**src/rtl/temp_poll_seq.sv**
```systemverilog
// temp_poll_seq: configures NUM_CH I2C temperature sensors, then polls them
// and writes signed 3-digit ASCII fields into the LCD buffer. Fraction: TEMP_FRAC_EN.
module temp_poll_seq #(
    parameter int          NUM_CH      = 2,
    parameter logic [6:0]  BASE_ADDR   = 7'h18,
    parameter logic [7:0]  CONF_PTR    = 8'h01,
    parameter logic [7:0]  TEMP_PTR    = 8'h05,
    parameter logic [15:0] CONF_WORD   = 16'h0000,
    parameter int          CH_STRIDE   = 8,
    parameter int          POLL_CYCLES = 1000
) (
    input  logic              clk,
    input  logic              rst_n,
    input  logic              done,
    input  logic              ready,
    input  logic              ack_e,
    input  logic [7:0]        drd,
    output logic              go,
    output logic              rw,
    output logic [5:0]        n_byte,
    output logic [6:0]        dev_add,
    output logic [7:0]        r_pointer,
    output logic [7:0]        dwr,
    output logic              lcd_w,
    output logic [4:0]        lcd_wadd,
    output logic [7:0]        lcd_din,
    output logic [NUM_CH-1:0] err_flags
);

`ifdef TEMP_FRAC_EN
    localparam logic [2:0] LAST_IDX = 3'd5;
    localparam int         LO_LSB   = 0;
`else
    localparam logic [2:0] LAST_IDX = 3'd3;
    localparam int         LO_LSB   = 4;
`endif

    localparam logic [1:0] LAST_CH = 2'(NUM_CH - 1);
    localparam int PCW = (POLL_CYCLES > 1) ? $clog2(POLL_CYCLES + 1) : 1;

    typedef enum logic [3:0] {
        CFG_IDLE,
        RD_IDLE,
        GO,
        B0,
        B1,
        WAIT_DONE,
        H_LOOP,
        T_LOOP,
        WR,
        WAIT_POLL
    } state_t;

    state_t            state_q, state_d;
    logic              cfg_q, cfg_d;
    logic [1:0]        ch_q, ch_d;
    logic [PCW-1:0]    poll_cnt_q, poll_cnt_d;
    logic              err_q, err_d;
    logic [4:0]        hi_q, hi_d;
    logic [7:LO_LSB]   lo_q, lo_d;
    logic              neg_q, neg_d;
    logic [8:0]        mag_q, mag_d;
    logic [1:0]        hund_q, hund_d;
    logic [3:0]        tens_q, tens_d;
    logic [2:0]        idx_q, idx_d;
    logic              go_q, go_d;
    logic              rw_q, rw_d;
    logic [5:0]        n_byte_q, n_byte_d;
    logic [6:0]        dev_add_q, dev_add_d;
    logic [7:0]        r_pointer_q, r_pointer_d;
    logic [7:0]        dwr_q, dwr_d;
    logic              lcd_w_q, lcd_w_d;
    logic [4:0]        lcd_wadd_q, lcd_wadd_d;
    logic [7:0]        lcd_din_q, lcd_din_d;
    logic [NUM_CH-1:0] err_flags_q, err_flags_d;

    logic [7:0] raw;
    logic [4:0] ch_base;
    logic [7:0] chr;
    logic       err_now;

    assign raw     = {hi_q[3:0], lo_q[7:4]};
    assign ch_base = 5'(CH_STRIDE) * {3'b000, ch_q};
    assign err_now = err_q | ack_e;

`ifdef TEMP_FRAC_EN
    logic [7:0] frac_prod;
    assign frac_prod = {4'b0000, lo_q[3:0]} * 8'd10;
`endif

    // Character for the current field position
    always_comb begin
        chr = 8'h20;
        if (err_q) begin
            case (idx_q)
                3'd0:    chr = 8'h45;
                3'd1:    chr = 8'h52;
                3'd2:    chr = 8'h52;
                default: chr = 8'h20;
            endcase
        end else begin
            case (idx_q)
                3'd0:    chr = neg_q ? 8'h2D : 8'h20;
                3'd1:    chr = 8'h30 + {6'd0, hund_q};
                3'd2:    chr = 8'h30 + {4'd0, tens_q};
                3'd3:    chr = 8'h30 + {4'd0, mag_q[3:0]};
`ifdef TEMP_FRAC_EN
                3'd4:    chr = 8'h2E;
                3'd5:    chr = 8'h30 + (frac_prod >> 4);
`endif
                default: chr = 8'h20;
            endcase
        end
    end

    // Next-state and next-output logic for the sequencer
    always_comb begin
        state_d     = state_q;
        cfg_d       = cfg_q;
        ch_d        = ch_q;
        poll_cnt_d  = poll_cnt_q;
        err_d       = err_q;
        hi_d        = hi_q;
        lo_d        = lo_q;
        neg_d       = neg_q;
        mag_d       = mag_q;
        hund_d      = hund_q;
        tens_d      = tens_q;
        idx_d       = idx_q;
        go_d        = 1'b0;
        rw_d        = rw_q;
        n_byte_d    = n_byte_q;
        dev_add_d   = dev_add_q;
        r_pointer_d = r_pointer_q;
        dwr_d       = dwr_q;
        lcd_w_d     = 1'b0;
        lcd_wadd_d  = lcd_wadd_q;
        lcd_din_d   = lcd_din_q;
        err_flags_d = err_flags_q;

        case (state_q)
            CFG_IDLE, RD_IDLE: begin
                if (done) begin
                    cfg_d       = (state_q == CFG_IDLE);
                    rw_d        = (state_q == RD_IDLE);
                    n_byte_d    = 6'd2;
                    dev_add_d   = BASE_ADDR + {5'd0, ch_q};
                    r_pointer_d = (state_q == CFG_IDLE) ? CONF_PTR : TEMP_PTR;
                    err_d       = 1'b0;
                    go_d        = 1'b1;
                    state_d     = GO;
                end
            end
            GO: begin
                err_d   = err_now;
                state_d = B0;
            end
            B0: begin
                err_d = err_now;
                if (ready) begin
                    if (cfg_q) dwr_d = CONF_WORD[15:8];
                    else       hi_d  = drd[4:0];
                    state_d = B1;
                end
            end
            B1: begin
                err_d = err_now;
                if (ready) begin
                    if (cfg_q) dwr_d = CONF_WORD[7:0];
                    else       lo_d  = drd[7:LO_LSB];
                    state_d = WAIT_DONE;
                end
            end
            WAIT_DONE: begin
                err_d = err_now;
                if (done) begin
                    for (int k = 0; k < NUM_CH; k++) begin
                        if (ch_q == 2'(k)) err_flags_d[k] = err_now;
                    end
                    if (cfg_q) begin
                        if (ch_q == LAST_CH) begin
                            ch_d    = 2'd0;
                            state_d = RD_IDLE;
                        end else begin
                            ch_d    = ch_q + 2'd1;
                            state_d = CFG_IDLE;
                        end
                    end else if (err_now) begin
                        idx_d   = 3'd0;
                        state_d = WR;
                    end else begin
                        neg_d   = hi_q[4];
                        mag_d   = hi_q[4] ? (9'd256 - {1'b0, raw})
                                          : {1'b0, raw};
                        hund_d  = 2'd0;
                        tens_d  = 4'd0;
                        state_d = H_LOOP;
                    end
                end
            end
            H_LOOP: begin
                if (mag_q > 9'd99) begin
                    hund_d = hund_q + 2'd1;
                    mag_d  = mag_q - 9'd100;
                end else begin
                    state_d = T_LOOP;
                end
            end
            T_LOOP: begin
                if (mag_q > 9'd9) begin
                    tens_d = tens_q + 4'd1;
                    mag_d  = mag_q - 9'd10;
                end else begin
                    idx_d   = 3'd0;
                    state_d = WR;
                end
            end
            WR: begin
                lcd_w_d    = 1'b1;
                lcd_wadd_d = ch_base + {2'b00, idx_q};
                lcd_din_d  = chr;
                if (idx_q == LAST_IDX) begin
                    if (ch_q == LAST_CH) begin
                        ch_d       = 2'd0;
                        poll_cnt_d = '0;
                        state_d    = WAIT_POLL;
                    end else begin
                        ch_d    = ch_q + 2'd1;
                        state_d = RD_IDLE;
                    end
                end else begin
                    idx_d = idx_q + 3'd1;
                end
            end
            WAIT_POLL: begin
                if (poll_cnt_q == PCW'(POLL_CYCLES)) begin
                    poll_cnt_d = '0;
                    state_d    = RD_IDLE;
                end else begin
                    poll_cnt_d = poll_cnt_q + 1'b1;
                end
            end
            default: state_d = CFG_IDLE;
        endcase
    end

    // State and registered outputs; reset abandons any transaction
    always_ff @(posedge clk or negedge rst_n) begin
        if (!rst_n) begin
            state_q     <= CFG_IDLE;
            cfg_q       <= 1'b1;
            ch_q        <= 2'd0;
            poll_cnt_q  <= '0;
            err_q       <= 1'b0;
            hi_q        <= '0;
            lo_q        <= '0;
            neg_q       <= 1'b0;
            mag_q       <= '0;
            hund_q      <= '0;
            tens_q      <= '0;
            idx_q       <= '0;
            go_q        <= 1'b0;
            rw_q        <= 1'b0;
            n_byte_q    <= '0;
            dev_add_q   <= '0;
            r_pointer_q <= '0;
            dwr_q       <= '0;
            lcd_w_q     <= 1'b0;
            lcd_wadd_q  <= '0;
            lcd_din_q   <= '0;
            err_flags_q <= '0;
        end else begin
            state_q     <= state_d;
            cfg_q       <= cfg_d;
            ch_q        <= ch_d;
            poll_cnt_q  <= poll_cnt_d;
            err_q       <= err_d;
            hi_q        <= hi_d;
            lo_q        <= lo_d;
            neg_q       <= neg_d;
            mag_q       <= mag_d;
            hund_q      <= hund_d;
            tens_q      <= tens_d;
            idx_q       <= idx_d;
            go_q        <= go_d;
            rw_q        <= rw_d;
            n_byte_q    <= n_byte_d;
            dev_add_q   <= dev_add_d;
            r_pointer_q <= r_pointer_d;
            dwr_q       <= dwr_d;
            lcd_w_q     <= lcd_w_d;
            lcd_wadd_q  <= lcd_wadd_d;
            lcd_din_q   <= lcd_din_d;
            err_flags_q <= err_flags_d;
        end
    end

    assign go        = go_q;
    assign rw        = rw_q;
    assign n_byte    = n_byte_q;
    assign dev_add   = dev_add_q;
    assign r_pointer = r_pointer_q;
    assign dwr       = dwr_q;
    assign lcd_w     = lcd_w_q;
    assign lcd_wadd  = lcd_wadd_q;
    assign lcd_din   = lcd_din_q;
    assign err_flags = err_flags_q;

endmodule

```
**config.mk**
```make
export PLATFORM = sky130hd
export DESIGN_NAME = temp_poll_seq
export DESIGN_NICKNAME = d
export VERILOG_FILES = /design/src/rtl/temp_poll_seq.sv
export SDC_FILE = /design/constraint.sdc
export NUM_CORES = 1
export LEC_CHECK = 0
export CAP_MARGIN = 5
export CORE_ASPECT_RATIO = 2
export CORE_MARGIN = 5
export CORE_UTILIZATION = 50
export CTS_CLUSTER_DIAMETER = 40
export DETAILED_ROUTE_END_ITERATION = 10
export PLACE_DENSITY = 0.83
export SYNTH_ARGS = -nofsm -noshare
export SYNTH_HDL_FRONTEND = slang
export SYNTH_SLANG_ARGS = --single-unit
```
**constraint.sdc**
```tcl
create_clock -name clk -period 2 [get_ports clk]
set_input_delay 0.4 -clock clk [delete_from_list [all_inputs] [get_ports clk]]
set_output_delay 0.4 -clock clk [all_outputs]
set_load 0.03 [all_outputs]
```
==> impl_results.md, run 1 <==
- Mapped Cells: 448
- Fin crit share: 108%
- Status: complete, but fails checks
- Clock Path Buffers: 2
- Clk root buf: clkbuf_16
- Most frequent cells in the layout: dfrtp_1, buf_4, nand2_1
- Register area: 1680 sq um
- Critical Path Source: mag_q[2]
- Area grow syn2layout: 32.9%
- Die Y: 139 um
- Clk slew on worst S/H paths: 50 ps
- Slowest stage delay, CP: 550 ps
- Nets: 568
- Initial antenna violation count: 0
- CP arrival: 2420 ps
- Inserted Diodes: 0
- Critical Path End: tens_q[2]
- Failing checks: negative setup slack
- R2r startpoint: mag_q[2]
- Detailed Place HPWL: 8620 um
- WP data required: 2260 ps
- Syn_area_per_cell: 9.29 sq um
- Final Instance Area: 5530 sq um
- Final wirelength: 12700 um
- # DRC: 0
- Number of placed I/O pins: 60
- VDD IR-drop max: 0.934 mV
- Share of layout cells above drive strength 1: 27.3%
- Max-slew violations: 0
- Final setup fails: 7
- Cells along the critical path: inv_2, ha_4, and2b_1, a221oi_4, buf_6, o211ai_4, or4_1, a21oi_1
- Startpoint types: register
- Total GRT Usage: 24.4%
- Slowest cell on crit path: or4_1
- Leak Pwr: 2.42 nW
- Hold-fix buffers, CTS: 0
- CTS tree: yes
- Final ANT Viol Nets: 0
- Commonest non-fill, non-tap cell in the layout: dfrtp_1
- R2r endpoint: tens_q[2]
- Sequential area share after synthesis: 40.3%
- R2r worst-path depth: 8
- I/O Buffers: 36
- Hold Slack: 65.7 ps
- Tmin final: 2160 ps
- Final worst slack: -158 ps
- Area of the multi-input gates: 2410 sq um
- Post-Place Cell Area: 4890 sq um
- Final hold violations: 0
- Largest net degree at the start of global routing: 68
- Max FO, Critical Path: 4
- Drt initial violations: 325
- Global-route wire length before repair: 19200 um
- Worst Setup End Kind: register
- Critical path class: register to register
- Vias in the first global route: 3943
- Post-synth EDFFs: 0
- H-tree depth: 3
- Main synth FF type: dfrtp_1
- Synthesized area: 4160 sq um
- Fill count: 577
- Avg WL per Cell: 19.8 um
- Power per cell area: 1580 nW/um^2
- Flops & latches, synth: 67
- Core area: 8230 sq um
- Vias: 4039
- Total gr overflow: 0
- Post-synthesis cell type count: 75
- Max-cap check violation count: 0
- Clock skew: 6.32 ps
- Die area: 10400 sq um
- CTS Buf Count: 9
- Clk Latency, worst-skew pair: 340 ps
- Final RePlAce weighted congestion: 0.994
- Reg2Reg Setup Slack: -160 ps
- 1st-pass router iterations: 5
- Ys async rst share: 100%
- Hold Crit Class: input pin to asynchronous set/reset pin
- Die Wd: 74.5 um
- Rows: 47
- RSZ-0062 raised after global routing: yes
- Clock Sinks: 67
- Vias per cell: 6.28
- Achievable Freq: 0.463 GHz
- Yosys warns: 0
- Initial core utilization: 50.6%
## metal layers
layer / global-route usage, % / part of all wire (%) / vias up
met5: 0 / 0 / -
met4: 16.2 / 8.2 / 0
met3: 5.95 / 7.6 / 99
met2: 41.9 / 52 / 268
met1: 24.9 / 32 / 1928
li1: - / - / 1744
## cell usage after synthesis (3+ instances only)
library cell  instances  area [sq um]
dfrtp_1              66          1650
nand2_1              53           199
o21ai_0              39           195
buf_4                26           195
nor2_1               21          78.8
inv_1                19          71.3
ha_1                 15           188
mux2_2               15           169
nand3_1              15          75.1
a21oi_1              12          60.1
nor2b_1              12          75.1
clkbuf_1             11          41.3
nor3_1                9          45.0
buf_2                 8          40.0
nand2b_1              8          50.1
o22ai_1               6          37.5
o31ai_1               6          45.0
xor2_1                6          52.6
mux2i_1               5          50.1
a22oi_1               4          30.0
nand4_1               4          25.0
o211ai_1              4          30.0
xnor2_1               4          35.0
a31oi_1               3          18.8
nor3b_1               3          22.5
o21a_1                3          22.5
o221ai_1              3          26.3
o32ai_1               3          26.3
o41ai_1               3          26.3
## how the worst min path moves through the flow
stage / endpoint / from
after floorplan: ch_q[0] / rst_n
after global placement: mag_q[3] / rst_n
after detailed placement: mag_q[0] / rst_n
after CTS: mag_q[0] / rst_n
after global routing: mag_q[0] / rst_n
final: mag_q[0] / rst_n
## cell families (layout without fill, tap and decap cells)
logic type | after synthesis | count (layout) | share of synthesized area, %
AOI/OAI and AO/OA | 116 | 116 | 19.9
xor gates and xnor gates | 10 | 10 | 2.10
adders and majority gates | 15 | 15 | 4.51
buffers and inverters | 67 | 142 | 8.80
DFF | 67 | 67 | 40.3
muxes | 20 | 20 | 5.26
other | 1 | 23 | 0.0901
and+or+nand+nor | 152 | 152 | 19.1
## critical path, delay by kind of cell, from the launching register on
family	cells	cell delay, ps
DFF	1	400
adders and majority gates	1	160
buffers and inverters	2	260
and+or+nand+nor	2	720
AOI/OAI and AO/OA	3	530
## layout make-up
cell class / count / share of cell area, %
Clock inverter: 7 / 1.81
Sequential cell: 67 / 30.4
Inverter: 20 / 1.36
Multi-Input combinational cell: 336 / 43.5
Timing Repair Buffer: 106 / 16.6
Tap cell: 98 / 2.22
Clock buffer: 9 / 4.07
## registers in the layout, summed over array words and instances, names as in the netlist
name and cells:
lcd_din 7, lo_q 4, lcd_wadd 5, r_pointer 1, poll_cnt_q 10, neg_q 1
rw 1, idx_q 3, err_flags 2, cfg_q 1, dev_add 3, ch_q 2
lcd_w 1, state_q 4, tens_q 4, hund_q 2, err_q 1, hi_q 5
go 1, mag_q 9
## stage by stage
step | TNS, ps | cells | total power [mW] | worst slack, ps | util (%)
3_3_place_gp | -1090 | 613 | 6.12 | -205 | 59.3
3_5_place_dp | -2070 | 613 | 6.32 | -264 | 59.3
6_report | -486 | 643 | 8.73 | -158 | 67.2
2_1_floorplan | 0 | 470 | 4.82 | 2.23 | -
4_1_cts | -61.1 | 633 | 8.22 | -20.8 | 64.2
5_1_grt | -1240 | 643 | 9.17 | -216 | 67.2
## repair_timing
action	in CTS	in global routing
setup buffers	4	9
resized for setup	10	42
pin swaps	5	17
setup endpoints to repair	13	28
gates cloned	0	1
## report_power, final
group	total, mW	leakage [nW]	internal, mW	switching (mW)
Combinational	4.65	1.41	2.10	2.55
Sequential	2.35	0.858	1.83	0.519
Clock	1.73	0.160	1.10	0.634
No activity file was read; power rests on OpenSTA's default activity.
==> run 2, diff against run 1 <==
--- a/config.mk
+++ b/config.mk
@@ -12,6 +12,7 @@
 export CTS_CLUSTER_DIAMETER = 40
 export DETAILED_ROUTE_END_ITERATION = 10
 export PLACE_DENSITY = 0.83
+export SKIP_CTS_REPAIR_TIMING = 1
 export SYNTH_ARGS = -nofsm -noshare
 export SYNTH_HDL_FRONTEND = slang
 export SYNTH_SLANG_ARGS = --single-unit
==> run 2 against run 1 <==
Against the previous run:
- the run still ends with negative setup slack left
- cell area fell by 2.0%
- register-to-register slack barely moved
- total power fell by 2.1%
- largest power group unchanged
- sequential cell count did not move
- routed wire length fell by 2.2%
- critical endpoint is now mag_q[3]
- critical path depth did not move
- non-clock buffer count fell by 4
- critical path type unchanged
- combinational power fell by 4%
- clock-buffer cell count did not move
- highest routed layer unchanged
- sequential power barely moved
==> impl_results.md, run 2 (synthesis results as in run 1) <==
- Status: complete, but fails checks
- Failing checks: negative setup slack
- Post-Place Worst Slack: -264 ps (unchanged)
- Clock Path Buffers: 2 (unchanged)
- Die Wd: 74.5 um (unchanged)
- Avg WL per Cell: 19.4 um (-1.6%)
- Clock Sinks: 67 (unchanged)
- Reg2Reg Setup Slack: -160 ps (about the same)
- Achievable Freq: 0.463 GHz (-0.13%)
- Slowest stage delay, CP: 410 ps (-140 ps)
- CP arrival: 2370 ps (-50 ps)
- Max-slew violations: 0 (unchanged)
- Vias per cell: 6.22 (-0.94%)
- Rows: 47 (unchanged)
- Clk slew on worst S/H paths: 60 ps (about the same)
- Final hold violations: 0 (unchanged)
- Post-Layout Cell Count: 639 (-0.62%)
- Clk root buf: clkbuf_16
- DP Cell Count: 613 (unchanged)
- Core area: 8230 sq um (unchanged)
- Tmin final: 2160 ps (+2.89 ps)
- Slowest cell on crit path: dfrtp_1
- R2r worst-path depth: 8 (unchanged)
- CTS tree: yes
- Vias: 3976 (-1.6%)
- # DRC: 0 (unchanged)
- Worst Setup End Kind: register
- Total GRT Usage: 23.6% (-0.79 points)
- Inserted Diodes: 0 (unchanged)
- Clk Latency, worst-skew pair: 340 ps (about the same)
- Clock skew: 4.46 ps (-1.86 ps)
- Area grow syn2layout: 30.2%
- Commonest non-fill, non-tap cell in the layout: dfrtp_1
- Drt initial violations: 390 (+20%)
- WP data required: 2210 ps (-50 ps)
- Nets: 564 (-0.70%)
- Final worst slack: -161 ps (-2.88 ps)
- Share of layout cells above drive strength 1: 25.1% (-2.2 points)
- Detailed Place HPWL: 8620 um (unchanged)
- Die area: 10400 sq um (unchanged)
- Critical path class: register to register
- Max FO, Critical Path: 7 (+3)
- CTS Buf Count: 9 (unchanged)
- Final wirelength: 12400 um (-2.2%)
- Initial core utilization: 50.6% (unchanged)
- Critical Path Source: mag_q[2]
- RSZ-0062 raised after global routing: yes
- Die Y: 139 um (unchanged)
- Final setup fails: 13 (+6)
- Number of placed I/O pins: 60 (unchanged)
- Power per cell area: 1580 nW/um^2 (about the same)
- Most frequent cells in the layout: dfrtp_1, buf_4, nand2_1
- Cells along the critical path: inv_2, ha_4, and2b_1, a221oi_4, o211ai_4, buf_4, a211oi_2, o21ai_0
- Final RePlAce weighted congestion: 0.994 (unchanged)
- Fill count: 613 (+6.2%)
- Total gr overflow: 0 (unchanged)
- Largest net degree at the start of global routing: 68 (unchanged)
- Most flops, register: poll_cnt_q
- Leak Pwr: 2.40 nW (-0.96%)
- 1st-pass router iterations: 5 (unchanged)
- Vias in the first global route: 3885 (-1.5%)
- Final ANT Viol Nets: 0 (unchanged)
- R2r startpoint: mag_q[2]
- Fin crit share: 108% (+0.14 points)
- Initial antenna violation count: 0 (unchanged)
- H-tree depth: 3 (unchanged)
- Max FFs per register: 10 (unchanged)
- Hold Crit Class: input pin to asynchronous set/reset pin
- I/O Buffers: 36 (unchanged)
- Max-cap check violation count: 0 (unchanged)
- Startpoint types: register
- VDD IR-drop max: 0.903 mV (-3.3%)
- R2r endpoint: mag_q[3]
- Global-route wire length before repair: 18700 um (-2.5%)
[run 2: cell count changes in the layout (fill, tap and decap cells not counted), sizes merged]
| cell | before | now |
|---|---|---|
| buf | 71 | 67 |
[run 2: area by class of cell]
type	count	area (sq um)	share of cell area, %
inverters	20	75.1	1.38
well taps	98	123	2.26
clock buffers	9	225	4.15
multi-input cells	336	2350	43.4
repair buffers	102	865	15.9
flip-flops and latches	67	1680	31.0
clock inverters	7	100	1.85
[run 2: layer usage]
metal	vias to the layer above	global-route usage, %	routed length [um]
met4	0	14.9	910
met1	1902	23.9	3990
met2	247	41.4	6700
met3	86	5.37	820
li1	1741	-	-
met5	-	0	0
[run 2: power by group]
| part | total, mW | switching, mW | internal, mW | leakage (nW) |
|---|---|---|---|---|
| logic | 4.48 | 2.45 | 2.03 | 1.38 |
| registers | 2.34 | 0.512 | 1.83 | 0.861 |
| clock network | 1.73 | 0.630 | 1.10 | 0.160 |
| total | 8.55 | 3.59 | 4.96 | 2.40 |
[run 2: worst max-delay path by stage]
stage / endpoint / cells after the start
after floorplan: idx_q[2] / 7
after global placement: tens_q[2] / 6
after detailed placement: tens_q[3] / 6
after CTS: mag_q[3] / 7
after global routing: mag_q[3] / 8
final: mag_q[3] / 8
[run 2: worst max-delay path, delay by kind of cell, from the launching register on]
| family | cells | cell delay, ps |
|---|---|---|
| and+or+nand+nor | 1 | 170 |
| AOI/OAI and AO/OA | 4 | 980 |
| DFF | 1 | 410 |
| adders and majority gates | 1 | 160 |
| buffers and inverters | 2 | 310 |
[run 2: per-stage QoR]
step | util (%) | power [mW] | hold WS [ps] | instance area [sq um] | TNS, ps
after floorplan | - | 4.82 | 104 | 4270 | 0
after global placement | 59.3 | 6.12 | 440 | 4890 | -1090
after detailed placement | 59.3 | 6.32 | 444 | 4890 | -2070
after CTS | 63.3 | 8.09 | 84.0 | 5210 | -792
after global routing | 65.9 | 9.00 | 100 | 5420 | -1460
final | 65.9 | 8.55 | 62.6 | 5420 | -613
